[src/rtl/led_stream_tx.sv]
// LED strip transmitter: pixel FIFO feeding a clock/data serialiser, MSB first, then a latch gap.
// Define LED_FRAME_HDR_EN for a 32-bit zero start word, 8'hFF per-LED prefix and trailing clock pulses.
module led_stream_tx #(
    parameter int PIXEL_W    = 24,
    parameter int LED_NUM    = 4,
    parameter int FIFO_DEPTH = 8,
    parameter int CLK_DIV    = 2,
    parameter int WAIT_CNT   = 5
) (
    input  logic                        clk,
    input  logic                        rst,
    input  logic                        s_valid,
    input  logic [PIXEL_W-1:0]          s_data,
    output logic                        s_ready,
    input  logic                        start,
    output logic                        busy,
    output logic                        done,
    output logic                        underrun,
    output logic [$clog2(FIFO_DEPTH):0] fifo_level,
    output logic                        cko_o,
    output logic                        sdo
);
`ifdef LED_FRAME_HDR_EN
    localparam int HDR_W     = 8;
    localparam int PRE_BITS  = 32;
    localparam int POST_BITS = (LED_NUM + 1) / 2;
    localparam int NSEG      = LED_NUM + 2;
`else
    localparam int HDR_W     = 0;
    localparam int PRE_BITS  = 0;
    localparam int POST_BITS = 0;
    localparam int NSEG      = LED_NUM;
`endif
    localparam int WORD_W  = PIXEL_W + HDR_W;
    localparam int MAX_A   = (WORD_W > PRE_BITS) ? WORD_W : PRE_BITS;
    localparam int MAX_LEN = (MAX_A > POST_BITS) ? MAX_A : POST_BITS;
    localparam int BIT_W   = $clog2(MAX_LEN + 1);
    localparam int SEG_W   = $clog2(NSEG + 1);
    localparam int PH_W    = $clog2(2 * CLK_DIV);
    localparam int GAP_W   = $clog2(WAIT_CNT + 1);
    localparam int AW      = $clog2(FIFO_DEPTH);

    localparam logic [PH_W-1:0]  PH_LAST  = PH_W'(2 * CLK_DIV - 1);
    localparam logic [PH_W-1:0]  PH_RISE  = PH_W'(CLK_DIV - 1);
    localparam logic [SEG_W-1:0] SEG_LAST = SEG_W'(NSEG - 1);
    localparam logic [GAP_W-1:0] GAP_LAST = GAP_W'(WAIT_CNT - 1);
    localparam logic [AW:0]      FULL_LVL = (AW + 1)'(FIFO_DEPTH);

    typedef enum logic [1:0] {IDLE, LOAD, SHIFT, GAP} state_t;
    state_t state, state_nx;

    logic [PIXEL_W-1:0] mem [FIFO_DEPTH];
    logic [AW-1:0]      wr_ptr, rd_ptr;
    logic [AW:0]        level;
    logic               empty, full, push, pop, under;

    logic [WORD_W-1:0]  shreg, sh_next, ld_word;
    logic [PIXEL_W-1:0] pix;
    logic               fill, ld_fill, ld, ld_pix, seg_end;
    logic [PH_W-1:0]    phase;
    logic [BIT_W-1:0]   bit_cnt, seg_top, ld_top;
    logic [SEG_W-1:0]   seg, ld_seg;
    logic [GAP_W-1:0]   gap_cnt;

    assign empty      = (level == '0);
    assign full       = (level == FULL_LVL);
    assign pop        = ld_pix && !empty;
    assign under      = ld_pix && empty;
    // A pop frees a slot in the same cycle, so a full FIFO still takes a push while being drained.
    assign s_ready    = !full || pop;
    assign push       = s_valid && s_ready;
    assign fifo_level = level;
    assign busy       = (state != IDLE) || done;
    assign seg_end    = (state == SHIFT) && (phase == PH_LAST) && (bit_cnt == seg_top);
    assign sh_next    = (shreg << 1) | WORD_W'(fill);

    always_ff @(posedge clk) begin
        if (push) mem[wr_ptr] <= s_data;
    end

    always_ff @(posedge clk) begin
        if (rst) begin
            wr_ptr <= '0;
            rd_ptr <= '0;
            level  <= '0;
        end else begin
            if (push) wr_ptr <= wr_ptr + AW'(1);
            if (pop)  rd_ptr <= rd_ptr + AW'(1);
            case ({push, pop})
                2'b10:   level <= level + (AW + 1)'(1);
                2'b01:   level <= level - (AW + 1)'(1);
                default: level <= level;
            endcase
        end
    end

    always_ff @(posedge clk) begin
        if (rst) state <= IDLE;
        else     state <= state_nx;
    end

    always_comb begin
        state_nx = state;
        ld       = 1'b0;
        ld_seg   = seg + SEG_W'(1);
        case (state)
            IDLE:  if (start) state_nx = LOAD;
            LOAD:  begin
                ld       = 1'b1;
                ld_seg   = '0;
                state_nx = SHIFT;
            end
            SHIFT: if (seg_end) begin
                if (seg == SEG_LAST) state_nx = GAP;
                else                 ld = 1'b1;
            end
            GAP:   if (gap_cnt == GAP_LAST) state_nx = IDLE;
            default: state_nx = IDLE;
        endcase
    end

    // Segment to load next: start word / pixel / trailer in header mode, pixels only otherwise.
    always_comb begin
        pix = empty ? '0 : mem[rd_ptr];
`ifdef LED_FRAME_HDR_EN
        ld_pix  = ld && (ld_seg != '0) && (ld_seg != SEG_LAST);
        ld_word = {8'hFF, pix};
        ld_top  = BIT_W'(WORD_W - 1);
        ld_fill = 1'b0;
        if (ld_seg == '0) begin
            ld_word = '0;
            ld_top  = BIT_W'(PRE_BITS - 1);
        end else if (ld_seg == SEG_LAST) begin
            ld_word = '1;
            ld_top  = BIT_W'(POST_BITS - 1);
            ld_fill = 1'b1;
        end
`else
        ld_pix  = ld;
        ld_word = pix;
        ld_top  = BIT_W'(WORD_W - 1);
        ld_fill = 1'b0;
`endif
    end

    always_ff @(posedge clk) begin
        if (rst) begin
            shreg    <= '0;
            fill     <= 1'b0;
            phase    <= '0;
            bit_cnt  <= '0;
            seg_top  <= '0;
            seg      <= '0;
            gap_cnt  <= '0;
            cko_o    <= 1'b0;
            sdo      <= 1'b0;
            done     <= 1'b0;
            underrun <= 1'b0;
        end else begin
            if (ld) begin
                shreg   <= ld_word;
                fill    <= ld_fill;
                sdo     <= ld_word[WORD_W-1];
                cko_o   <= 1'b0;
                phase   <= '0;
                bit_cnt <= '0;
                seg_top <= ld_top;
                seg     <= ld_seg;
            end else if (state == SHIFT) begin
                if (phase == PH_LAST) begin
                    phase <= '0;
                    cko_o <= 1'b0;
                    if (seg_end) begin
                        sdo <= 1'b0;
                    end else begin
                        shreg   <= sh_next;
                        sdo     <= sh_next[WORD_W-1];
                        bit_cnt <= bit_cnt + BIT_W'(1);
                    end
                end else begin
                    phase <= phase + PH_W'(1);
                    if (phase == PH_RISE) cko_o <= 1'b1;
                end
            end

            gap_cnt <= (state == GAP) ? gap_cnt + GAP_W'(1) : '0;
            done    <= (state == GAP) && (gap_cnt == GAP_LAST);

            if (state == IDLE && start) underrun <= 1'b0;
            else if (under)             underrun <= 1'b1;
        end
    end
endmodule
[config.mk]
export PLATFORM = sky130hd
export DESIGN_NAME = led_stream_tx
export DESIGN_NICKNAME = d
export VERILOG_FILES = /design/src/rtl/led_stream_tx.sv
export SDC_FILE = /design/constraint.sdc
export NUM_CORES = 1
export LEC_CHECK = 0
export BUFFER_PORTS_ARGS = -buffer_cell sky130_fd_sc_hd__buf_2
export CORE_MARGIN = 8
export CORE_UTILIZATION = 49
export DETAILED_ROUTE_END_ITERATION = 10
export GPL_TIMING_DRIVEN = 0
export PLACE_DENSITY = 0.68
export SLEW_MARGIN = 30
export SYNTH_ARGS = -nofsm -noshare
export SYNTH_HDL_FRONTEND = slang
export SYNTH_SLANG_ARGS = --single-unit
[constraint.sdc]
create_clock -name clk -period 6.35 [get_ports clk]
set_input_delay 0.3175 -clock clk [delete_from_list [all_inputs] [get_ports clk]]
set_output_delay 0.3175 -clock clk [all_outputs]
set_load 0.03 [all_outputs]
# Word-level counts from Yosys, hierarchy flattened
# Memory sizes are Yosys's and may differ from the RTL's. A register that Yosys moved wholly into a read port is not among the register bits.
# Index checks and enable logic that the tools add are counted.
[totals] mem_bits_rw=192 mem_count=1 wordCells=93 out_inout_bits=10 reg_bits=53
[mem_list] memory="mem" depth=8 width=24 read_ports=1 rd_clocked_by_memory_dff=1 wr=1 line="52" source="logic [PIXEL_W-1:0] mem [FIFO_DEPTH];"
[classes] bitwise_logic=2 n_addsub=8 n_mux=26 reduce_logical=26 n_eq_ne=16
[op_table] cell="$mux 23" count=4
[op_table] cell="$mux 24" count=1
[op_table] cell="$add 3x1->3 const B" count=4
[op_table] cell="$mux 1" count=10
[op_table] cell="$mux 2" count=5
[op_table] cell="$reduce_bool 2->1" count=5
[op_table] cell="$mux 3" count=3
[op_table] cell="$eq 2x2->1 const B" count=4
[op_table] cell="$ne 2x2->1 const B" count=4
[op_table] cell="$pmux 2 s4" count=1
[op_table] cell="$pmux 4 s2" count=1
[op_table] cell="$logic_and 1x1->1" count=7
[op_table] cell="$eq 2x1->1 const B" count=3
[op_table] cell="$reduce_and 3->1" count=2
[op_table] cell="$reduce_or 2->1" count=3
[op_table] cell="$add 5x1->5 const B" count=1
[op_table] cell="$eq 5x5->1" count=1
[op_table] cell="$add 4x1->4 const B" count=1
[op_table] cell="$eq 4x4->1 const B" count=1
[op_table] cell="$logic_not 4->1" count=1
[op_table] cell="$reduce_and 2->1" count=2
[op_table] cell="$reduce_and 4->1" count=1
[op_table] cell="$sub 4x1->4 const B" count=1
[op_table] cell="$eq 3x2->1 const B" count=1
[op_table] cell="other kinds (8)" count=11

# Logic depth before layout (Yosys ltp)
# Gate-level depths: netlist of the first run.
[logic_depth] ltp_word=10 mapped_depth=15

# Least setup slack after synthesis of the first run
# OpenSTA, ideal clock, no wires.
[synth_timing] kind="register to register" from="reg state[0]" to="mem mem[0][0], enable pin" setup_slack_ps=2781 arrival_time_ps=3134 setup_time_ps=435 path_stages_with_launch=8 path_buffers=0 path_cell_list="dfxtp_1 -> inv_1 -> ha_1 -> and4b_2 -> and2_1 -> a21o_1 -> nand2b_1 -> nor3_1"
[synth_via] elab_chain_len=10
[synth_lines] item="start: declaration" line="50" source="state_t state, state_nx;"
[synth_lines] item="start signal: assignment" line="99" source="else state <= state_nx;"
[synth_lines] item="$eq 2x2->1" line="74, 106"
[synth_lines] item="$logic_and 1x1->1 (2 in series)" line="74" source="assign seg_end = (state == SHIFT) && (phase == PH_LAST) && (bit_cnt == seg_top);"
[synth_lines] item="$mux 1" line="113" source="SHIFT: if (seg_end) begin"
[synth_lines] item="$pmux 1 s2 *" line="106" source="case (state)"
[synth_lines] item="$logic_and 1x1->1 *" line="67" source="assign pop = ld_pix && !empty;"
[synth_lines] item="$logic_or 1x1->1 *" line="70" source="assign s_ready = !full || pop;"
[synth_lines] item="$logic_and 1x1->1 *" line="71" source="assign push = s_valid && s_ready;"
[synth_lines] item="$mux 1 *" line="78" source="if (push) mem[wr_ptr] <= s_data;"
[synth_lines] item="$mux 1 (not written as such) *" line="78"
[synth_lines] item="end: declaration" line="52"
# Mark *: on every way between the ends. The rest lies on a longest branch, timed or not.

# Final worst setup path of the first run
[layout_timing] from="reg state[0]" to="reg level[3] (netlist: fifo_level[3])"
[layout_via] elab_chain_len=10
[layout_lines] item="$eq 2x2->1" line="74, 106"
[layout_lines] item="$logic_and 1x1->1 (2 in series)" line="74"
[layout_lines] item="$mux 1" line="113"
[layout_lines] item="$pmux 1 s2 *" line="106"
[layout_lines] item="$logic_and 1x1->1 *" line="67"
[layout_lines] item="$logic_or 1x1->1" line="70"
[layout_lines] item="$logic_and 1x1->1" line="71"
[layout_lines] item="$eq 2x1->1 or $eq 2x2->1 (tied branches)" line="89" source="case ({push, pop})"
[layout_lines] item="$pmux 4 s2 or $reduce_bool 2->1 (tied branches)"
[layout_lines] item="end signal: assignment" line="90" source="2'b10: level <= level + (AW + 1)'(1);"
[layout_lines] item="end signal: assignment" line="91" source="2'b01: level <= level - (AW + 1)'(1);"
[layout_lines] item="end signal: assignment" line="92" source="default: level <= level;"
[layout_lines] item="end: declaration" line="54" source="logic [AW:0] level;"
# Marks and branches as above.
# A chain may end at the register's enable or synchronous reset.

==> results of run 1 <==
worst max-delay path by stage:
stage                     startpoint                    endpoint  slack (ps)  cells after the start
2_1_floorplan  state[0]$_SDFFE_PP0P_         mem[0][0]$_DFFE_PP_        2780                      7
5_1_grt        state[0]$_SDFFE_PP0P_  fifo_level[3]$_SDFFE_PP0P_        2830                     14
3_5_place_dp   state[0]$_SDFFE_PP0P_  fifo_level[3]$_SDFFE_PP0P_        3190                     14
3_3_place_gp   state[0]$_SDFFE_PP0P_        mem[0][17]$_DFFE_PP_         870                      7
6_report       state[0]$_SDFFE_PP0P_  fifo_level[3]$_SDFFE_PP0P_        3090                     14
4_1_cts        state[0]$_SDFFE_PP0P_  fifo_level[3]$_SDFFE_PP0P_        3150                     14
state kept, by name, indices dropped and copies added, names as in the netlist, 2 cells and up, named ones only:
register    cells
bit_cnt         5
fifo_level      4
gap_cnt         3
mem           192
phase           2
rd_ptr          3
seg             3
shreg          23
state           2
wr_ptr          3
area by class of cell:
cell class	instances	area (µm²)
fillers	1513	8518
flip-flops and latches	248	6887
multi-input cells	286	2969
clock buffers	33	686.9
repair buffers	50	414.1
well taps	270	337.8
plain buffers	29	166.4
clock inverters	15	141.4
inverters	13	48.80
stage by stage:
stage / area, µm² / hold slack [ps] / total power [µW] / util (%) / instances
after floorplan: 10020 / 416.4 / 2309 / - / 576
after global placement: 10530 / 428.0 / 2437 / 52.20 / 881
after detailed placement: 10810 / 441.7 / 2482 / 53.61 / 895
after CTS: 11650 / 38.11 / 3918 / 57.77 / 944
after global routing: 11650 / 42.82 / 4042 / 57.77 / 944
final: 11650 / 50.11 / 3891 / 57.77 / 944
power breakdown:
| group | switching (µW) | internal (µW) |
|---|---|---|
| logic | 342 | 228 |
| clock network | 592 | 849 |
| registers | 49.5 | 1830 |
| total | 984 | 2910 |
cell usage in the layout, fill, tap and decap left out, types with 8 or more instances in the layout:
| cell | n |
|---|---|
| nor2_1 | 18 |
| clkbuf_1 | 18 |
| edfxtp_1 | 192 |
| o22ai_2 | 8 |
| nor3_1 | 9 |
| a22oi_1 | 22 |
| mux4_2 | 48 |
| ha_1 | 16 |
| inv_1 | 13 |
| a21oi_1 | 15 |
| mux2i_1 | 28 |
| buf_4 | 15 |
| o22ai_1 | 14 |
| dfxtp_1 | 56 |
| buf_2 | 39 |
| nand3_1 | 14 |
| nand2_1 | 18 |
| clkbuf_16 | 26 |
metal layers:
| metal | GRT usage (%) | up-vias | share of wire, % |
|---|---|---|---|
| li1 | - | 2467 | - |
| met1 | 21.15 | 2746 | 42 |
| met2 | 27.54 | 179 | 50 |
| met3 | 2.896 | 42 | 5.4 |
| met4 | 4.631 | 2 | 2.0 |
| met5 | 0 | - | 0.049 |
logic make-up (layout without fill, tap and decap cells):
logic type | after synthesis | in the layout
DFF | 248 | 248
adders and majority gates | 17 | 17
muxes | 80 | 80
and+or+nand+nor | 99 | 99
xor gates and xnor gates | 7 | 7
buffers and inverters | 42 | 140
AOI/OAI and AO/OA | 83 | 83
worst max-delay path, delay by kind of cell (launching register included):
kind,cells,cell delay (ps)
flip-flops,1,390
AND/OR/NAND/NOR,6,1090
buffers and inverters,3,410
AO/OA/AOI/OAI,3,660
adder cells (fa/ha/maj),2,620
timing repair:
item / CTS / global route
hold endpoints to repair: 1 / 0
setup buffers: 0 / 0
hold buffers: 1 / 0
setup endpoints to repair: 0 / 0
==> metrics, run 1 <==
Layout area overhead 16.33%; share of the synthesized area in the top cell type 57.56%; crit path max fanout 10; fin crit share 51.36%; RR Startpoint state[0]$_SDFFE_PP0P_; crit path capture type register; mux contribution to synthesized area 14.08%; hold endpoint mem[7][18]$_DFFE_PP_; power per cell area 334.0 nW/µm²; max-cap violations 0; worst path cell trace inv_1 > ha_1 > nor2b_1 > nand2_1 > o21ai_4 > buf_6 > nand3_1 > inv_1 > ha_1 > a21oi_1 > nand2_1 > nor4_1 > nand2_1 > a41oi_2; Max rail drop VDD 324.4 µV; fmax 0.3066 GHz; Die Width 159.0 µm; core area 20,170 µm²; ys flop type edfxtp_1; CP max stage delay 390 ps; largest net degree at the start of global routing 18; Netlist cell types 54; final-report hold violation count 0; Setup TNS 0 ps; Overflow after GRT 0; adder-cell share of the synthesized area 2.199%; xor-xnor portion of the synthesized cell area 0.6121%; Synth Area in Simple Gates 5.297%; register area share after synthesis 68.76%; Routed WL 20,500 µm; drt pass-1 iters 5; I/O pin count 38; Worst EP arrival 3690 ps; worst reg2reg setup slack 3090 ps; I/O Buffers 35; Relative slew margins 35.61%; Mapped Nets 621; Initial Util 49.66%; cts repair resizes 0; Worst-path clk slew 60 ps; vias in the first global route 5,709; Syn Area/Cell 17.39 µm²; Iteration-0 DRC Markers 329; pre-CTS setup slack 3186 ps; required time of the worst setup path 6780 ps; largest cells by area after synthesis edfxtp_1, dfxtp_1, mux4_2, mux2i_1, ha_1; clock skew 22.52 ps; Static Leak 0.003773 µW; first-pass GRT wire length 32,480 µm; Synth warnings 0; cell count after synthesis 576; hold_sp s_data[18]; Worst Setup Slack, final 3089 ps; Final Critical Period 3261 ps; initial antenna violation count 1; Setup CP Type reg2reg; Post-synth EDFFs 192; reg2reg end fifo_level[3]$_SDFFE_PP0P_; Total Routing Usage GR 16.25%; Worst Hold Class in2reg; post-synthesis compound-gate area fraction 6.908%; clk_lat worst skew 530 ps; Sink Count 248; top-count cell post-synth edfxtp_1; worst reg2reg path depth 14; Vias 5,436; Die Y 159.0 µm; Clock Tree Buf Depth 3; cell area after synthesis 10,020 µm²; H-tree Lvls 1; die footprint 25,270 µm²; detailed-route wire length per cell 21.72 µm; Slew Viols, Final 0; Detailed Place HPWL 13,270 µm; Slew @ Worst Pin 965.8 ps; outcome finished, final reports clean; Final ANT Viol Nets 0; largest family of logic cells by synthesized area multiplexers; TritonCTS clock tree built; NumNets Final 699; Via density 5.758; commonest cells in the netlist edfxtp_1, dfxtp_1, mux4_2; # setup viols final 0; CP max-delay cell dfxtp_1; flops & latches, synth 248; ys async rst share 0%; crit start category register; Placement Rows 52; Hold Path Cell Cnt 1; DRC 0; gp weighted congestion 0.8001; CTS buffer count 26; area leader, netlist edfxtp_1; proportion of layout cells with a drive suffix above 1 27.60%; Diodes inserted 0; RSZ-0062 raised after global routing false; most frequent CP cell nand2_1; clk root buf clkbuf_16
No activity file was read; power rests on OpenSTA's default activity.
==> run 2, diff against run 1 <==
--- a/config.mk
+++ b/config.mk
@@ -10,7 +10,7 @@
 export CORE_UTILIZATION = 49
 export DETAILED_ROUTE_END_ITERATION = 10
 export GPL_TIMING_DRIVEN = 0
-export PLACE_DENSITY = 0.68
+export PLACE_DENSITY = 0.7
 export SLEW_MARGIN = 30
 export SYNTH_ARGS = -nofsm -noshare
 export SYNTH_HDL_FRONTEND = slang
==> constraint.sdc (replaced) <==
create_clock -name clk -period 2.9 [get_ports clk]
set_input_delay 0.145 -clock clk [delete_from_list [all_inputs] [get_ports clk]]
set_output_delay 0.145 -clock clk [all_outputs]
set_load 0.03 [all_outputs]
==> metrics, run 2 (synthesized netlist as in run 1, its figures left out) <==
CTS buffer count 25; Setup TNS 0 ps; CP max-delay cell dfxtp_1; Final Critical Period 2796 ps; crit path max fanout 10; fmax 0.3577 GHz; Relative slew margins 36.33%; worst path cell trace inv_1 > ha_1 > nor2b_4 > nand2_2 > o21ai_4 > buf_6 > nand3_1 > inv_1 > ha_1 > a21oi_2 > nand2_2 > o2111ai_1 > o211ai_1 > a41oi_2; Iteration-0 DRC Markers 400; Layout area overhead 21.91%; largest net degree at the start of global routing 16; commonest non-fill, non-tap cell in the layout edfxtp_1; Placement Rows 52; # fillers 1,470; clk_lat worst skew 530 ps; Sink Count 248; # setup viols final 0; Max rail drop VDD 630.2 µV; final-report hold violation count 0; Clock Tree Buf Depth 3; crit start category register; Sw Pwr 2213 µW; die footprint 25,270 µm²; clock skew 11.83 ps; Slew @ Worst Pin 946.4 ps; buffers and inverters on the worst path 3; Setup CP Type reg2reg; CP max stage delay 380 ps; Initial Util 49.66%; Largest register FFs 192; Final ANT Viol Nets 0; max-cap violations 0; clk root buf clkbuf_16; power per cell area 738.9 nW/µm²; CP top delay family compound AO/OA/AOI/OAI gates; Via density 5.798; Vias 5,653; first-pass GRT wire length 32,230 µm; H-tree Lvls 1; I/O pin count 38; Int Power 6809 µW; outcome finished, final reports clean; gp weighted congestion 0.7588; NumNets Final 730; commonest cells after routing, fill and taps aside edfxtp_1, dfxtp_1, mux4_2; Slew Viols, Final 0; DRC 0; drt pass-1 iters 5; Final Util 60.54%; Worst EP arrival 3250 ps; Worst Hold Class in2reg; vias in the first global route 5,816; Sw Share 24.53%; Die Y 159.0 µm; Total Routing Usage GR 16.02%; Static Leak 0.003992 µW; Top Registers mem (192), shreg (23), bit_cnt (5); Reg with most FFs mem; Worst-path clk slew 60 ps; fin crit share 96.40%; Sequential Power Share 45.6%; Comb pwr share 14.6%; clock power share 39.8%; Detailed Place HPWL 12,840 µm; worst reg2reg setup slack 100 ps; TritonCTS clock tree built; Overflow after GRT 0; detailed-route wire length per cell 21.19 µm; RSZ-0062 raised after global routing true; proportion of layout cells with a drive suffix above 1 28.69%; Routed WL 20,660 µm; core area 20,170 µm²; initial antenna violation count 1; I/O Buffers 35; required time of the worst setup path 3350 ps; crit path capture type register; Die Width 159.0 µm
==> run 2: cell count changes in the layout (fill, tap and decap cells not counted), sizes merged, moves of 2 or more <==
cell / delta
clkbuf: -3
inv: +2
bufinv: +5
buf: +7
clkinv: -5
dlygate4sd3: +24
==> run 2: worst paths after layout <==
path | cells after the start | start | endpoint
min reg2reg | 1 | gap_cnt[0]$_SDFF_PP0_ | gap_cnt[0]$_SDFF_PP0_
min | 3 | rst | rd_ptr[2]$_SDFFE_PP0N_
max reg2reg | 14 | state[0]$_SDFFE_PP0P_ | fifo_level[3]$_SDFFE_PP0P_
max | 14 | state[0]$_SDFFE_PP0P_ | fifo_level[3]$_SDFFE_PP0P_
==> run 2: tightest hold or removal path: stages <==
cell,delay (ps)
buf_2,150
nor2_1,100
mux2_4,150
==> run 2: stage by stage <==
stage          power [µW]  hold WS [ps]  setup WS [ps]  std cells  area (µm²)
3_5_place_dp         5427         378.2         -324.8        892       10830
6_report             9022         41.10          104.3        975       12210
4_1_cts              9050         29.11         -2.678        971       12140
3_3_place_gp         5335         356.3          -1361        881       10540
2_1_floorplan        5056         243.9         -27.63        576       10030
5_1_grt              9330         52.74         -187.2        975       12210
==> run 2: power by group through the flow <==
stage | Clock, µW | Sequential, µW | Combinational (µW)
after floorplan | 0 | 4190 | 867
after global placement | 0 | 4180 | 1160
after detailed placement | 0 | 4190 | 1240
after CTS | 3640 | 4110 | 1300
after global routing | 3760 | 4130 | 1430
final | 3590 | 4110 | 1320
==> run 2: area by class of cell <==
cell class | count | area, µm² | area share [%]
antenna | 1 | 2.502 | 0.02049
tap | 270 | 337.8 | 2.767
multi-input combinational | 286 | 3012 | 24.66
clock inverter | 17 | 279.0 | 2.285
clock buffer | 29 | 650.6 | 5.328
inverter | 13 | 48.80 | 0.3996
buffer | 29 | 168.9 | 1.383
sequential | 248 | 6887 | 56.40
timing repair buffer | 82 | 824.5 | 6.753
==> run 2: timing repair <==
action                                  4_1_cts  5_1_grt
pin swaps                                     7        3
setup buffers                                 8        3
endpoints found under the hold margin       193        0
hold buffers                                 25        0
endpoints found under the setup margin       64       93
gates resized for setup                       5        6
==> run 2: metal layers <==
layer	wire length (µm)	global-route usage (%)	vias up
met5	0	0	-
met4	495	4.117	0
met3	1018	2.508	40
met2	10480	28.07	180
met1	8663	20.47	2901
li1	-	-	2532
==> run 3, diff against run 2 <==
--- a/config.mk
+++ b/config.mk
@@ -10,7 +10,7 @@
 export CORE_UTILIZATION = 49
 export DETAILED_ROUTE_END_ITERATION = 10
 export GPL_TIMING_DRIVEN = 0
-export PLACE_DENSITY = 0.7
+export PLACE_DENSITY = 0.76
 export SLEW_MARGIN = 30
 export SYNTH_ARGS = -nofsm -noshare
 export SYNTH_HDL_FRONTEND = slang
==> metrics, run 3 (synthesized netlist as in run 1, its figures left out) <==
outcome finished, final reports clean; Reg with most FFs mem; final-report hold violation count 0; commonest non-fill, non-tap cell in the layout edfxtp_1; Final Critical Period 2792 ps; Placement Rows 52; crit start category register; NumNets Final 731; Via density 5.818; max-cap violations 0; DRC 0; fmax 0.3581 GHz; CTS buffer count 25; power per cell area 718.2 nW/µm²; required time of the worst setup path 3340 ps; commonest cells after routing, fill and taps aside edfxtp_1, dfxtp_1, mux4_2; Worst Hold Class in2reg; Setup CP Type reg2reg; Die Width 159.0 µm; Sink Count 248; fin crit share 96.29%; Layout area overhead 21.17%; largest net degree at the start of global routing 16; proportion of layout cells with a drive suffix above 1 28.79%; post-route cell area 12,140 µm²; Total Routing Usage GR 16.24%; Worst Setup Slack, final 107.6 ps; detailed-route wire length per cell 21.52 µm; die footprint 25,270 µm²; Clock Tree Buf Depth 3; CP max-delay cell dfxtp_1; pre-CTS setup slack -374.4 ps; Max rail drop VDD 542.3 µV; Relative slew margins 34.30%; TritonCTS clock tree built; Top Registers mem (192), shreg (23), bit_cnt (5); Cell Area, Placed 10,810 µm²; first-pass GRT wire length 32,460 µm; Iteration-0 DRC Markers 407; crit path max fanout 10; core area 20,170 µm²; vias in the first global route 5,949; Static Leak 0.003963 µW; clk root buf clkbuf_16; Final Non-Filler Cells 975; Diodes inserted 0; I/O Buffers 35; Slew @ Worst Pin 985.6 ps; # setup viols final 0; Overflow after GRT 0; Final ANT Viol Nets 0; clk_lat worst skew 510 ps; clock skew 6.812 ps; CP max stage delay 350 ps; Detailed Place HPWL 13,470 µm; Largest register FFs 192; Routed WL 20,980 µm; post-placement cell count 891; drt pass-1 iters 7; Vias 5,673; Worst EP arrival 3230 ps; Setup TNS 0 ps; gp weighted congestion 0.7832; I/O pin count 38; RSZ-0062 raised after global routing true; CP top delay family simple AND/OR/NAND/NOR gates; crit path capture type register; Worst-path clk slew 60 ps; H-tree Lvls 1; initial antenna violation count 0; # fillers 1,441; buffers and inverters on the worst path 3; Die Y 159.0 µm; Initial Util 49.66%; Slew Viols, Final 0; hold_ws 66.68 ps; worst path cell trace inv_1 > ha_1 > nor2b_4 > nand2_2 > o21ai_4 > buf_6 > nand3_1 > inv_1 > ha_1 > a21oi_2 > nand2_2 > nor4_2 > nand2_1 > a41oi_2
## run 3: cell types whose count changed in the layout (fill, tap and decap cells not counted), sizes merged
cell | before | now
bufinv | 7 | 3
clkinv | 6 | 5
buf | 73 | 74
inv | 15 | 14
clkbuf | 42 | 48
diode | 1 | 0
## run 3: layout make-up
type,instances,area [µm²],share of cell area (%)
well taps,270,337.8,2.784
clock inverters,11,137.6,1.134
repair buffers,83,828.3,6.825
clock buffers,35,714.4,5.887
flip-flops and latches,248,6888,56.75
multi-input cells,286,3013,24.82
plain buffers,29,168.9,1.392
inverters,13,48.80,0.4021
## run 3: metal layers
layer / share of wire [%] / vias to the layer above / global-route usage, %
li1: - / 2539 / -
met1: 42 / 2873 / 20.60
met5: 0 / - / 0
met2: 49 / 208 / 27.54
met3: 6.2 / 53 / 2.870
met4: 3.0 / 0 / 6.003
## run 3: path summary, 6_finish.rpt
path / start / end / slack [ps] / cells after the start
worst max register to register: state[1]$_SDFFE_PP0P_ / fifo_level[3]$_SDFFE_PP0P_ / 110 / 14
worst min register to register: seg[1]$_SDFFE_PP0N_ / seg[1]$_SDFFE_PP0N_ / 470 / 2
worst min-delay path: rst / fifo_level[0]$_SDFFE_PP0P_ / 70 / 4
worst max-delay path: state[1]$_SDFFE_PP0P_ / fifo_level[3]$_SDFFE_PP0P_ / 110 / 14
## run 3: worst min-delay path: cells and delay by family
| kind | cells | cell delay [ps] |
|---|---|---|
| buf+inv | 1 | 170 |
| simple gates | 3 | 210 |
## run 3: metrics by stage
step / total power, µW / util [%]
6_report: 8717 / 60.17
5_1_grt: 9013 / 60.17
4_1_cts: 8728 / 59.86
3_5_place_dp: 5427 / 53.62
3_3_place_gp: 5321 / 52.25
2_1_floorplan: 5056 / -
## run 3: what timing repair did
action	in CTS	in global routing
resized for setup	3	7
pin swaps	9	4
buffers inserted	10	3
hold buffers	25	0
endpoints found under the hold margin	193	0
setup endpoints to repair	113	71
## run 3: power breakdown
part	switching, µW	internal, µW	total, µW	leakage [µW]
clock network	1280	1990	3270	0.000413
registers	110	4010	4120	0.00220
logic	764	561	1330	0.00135
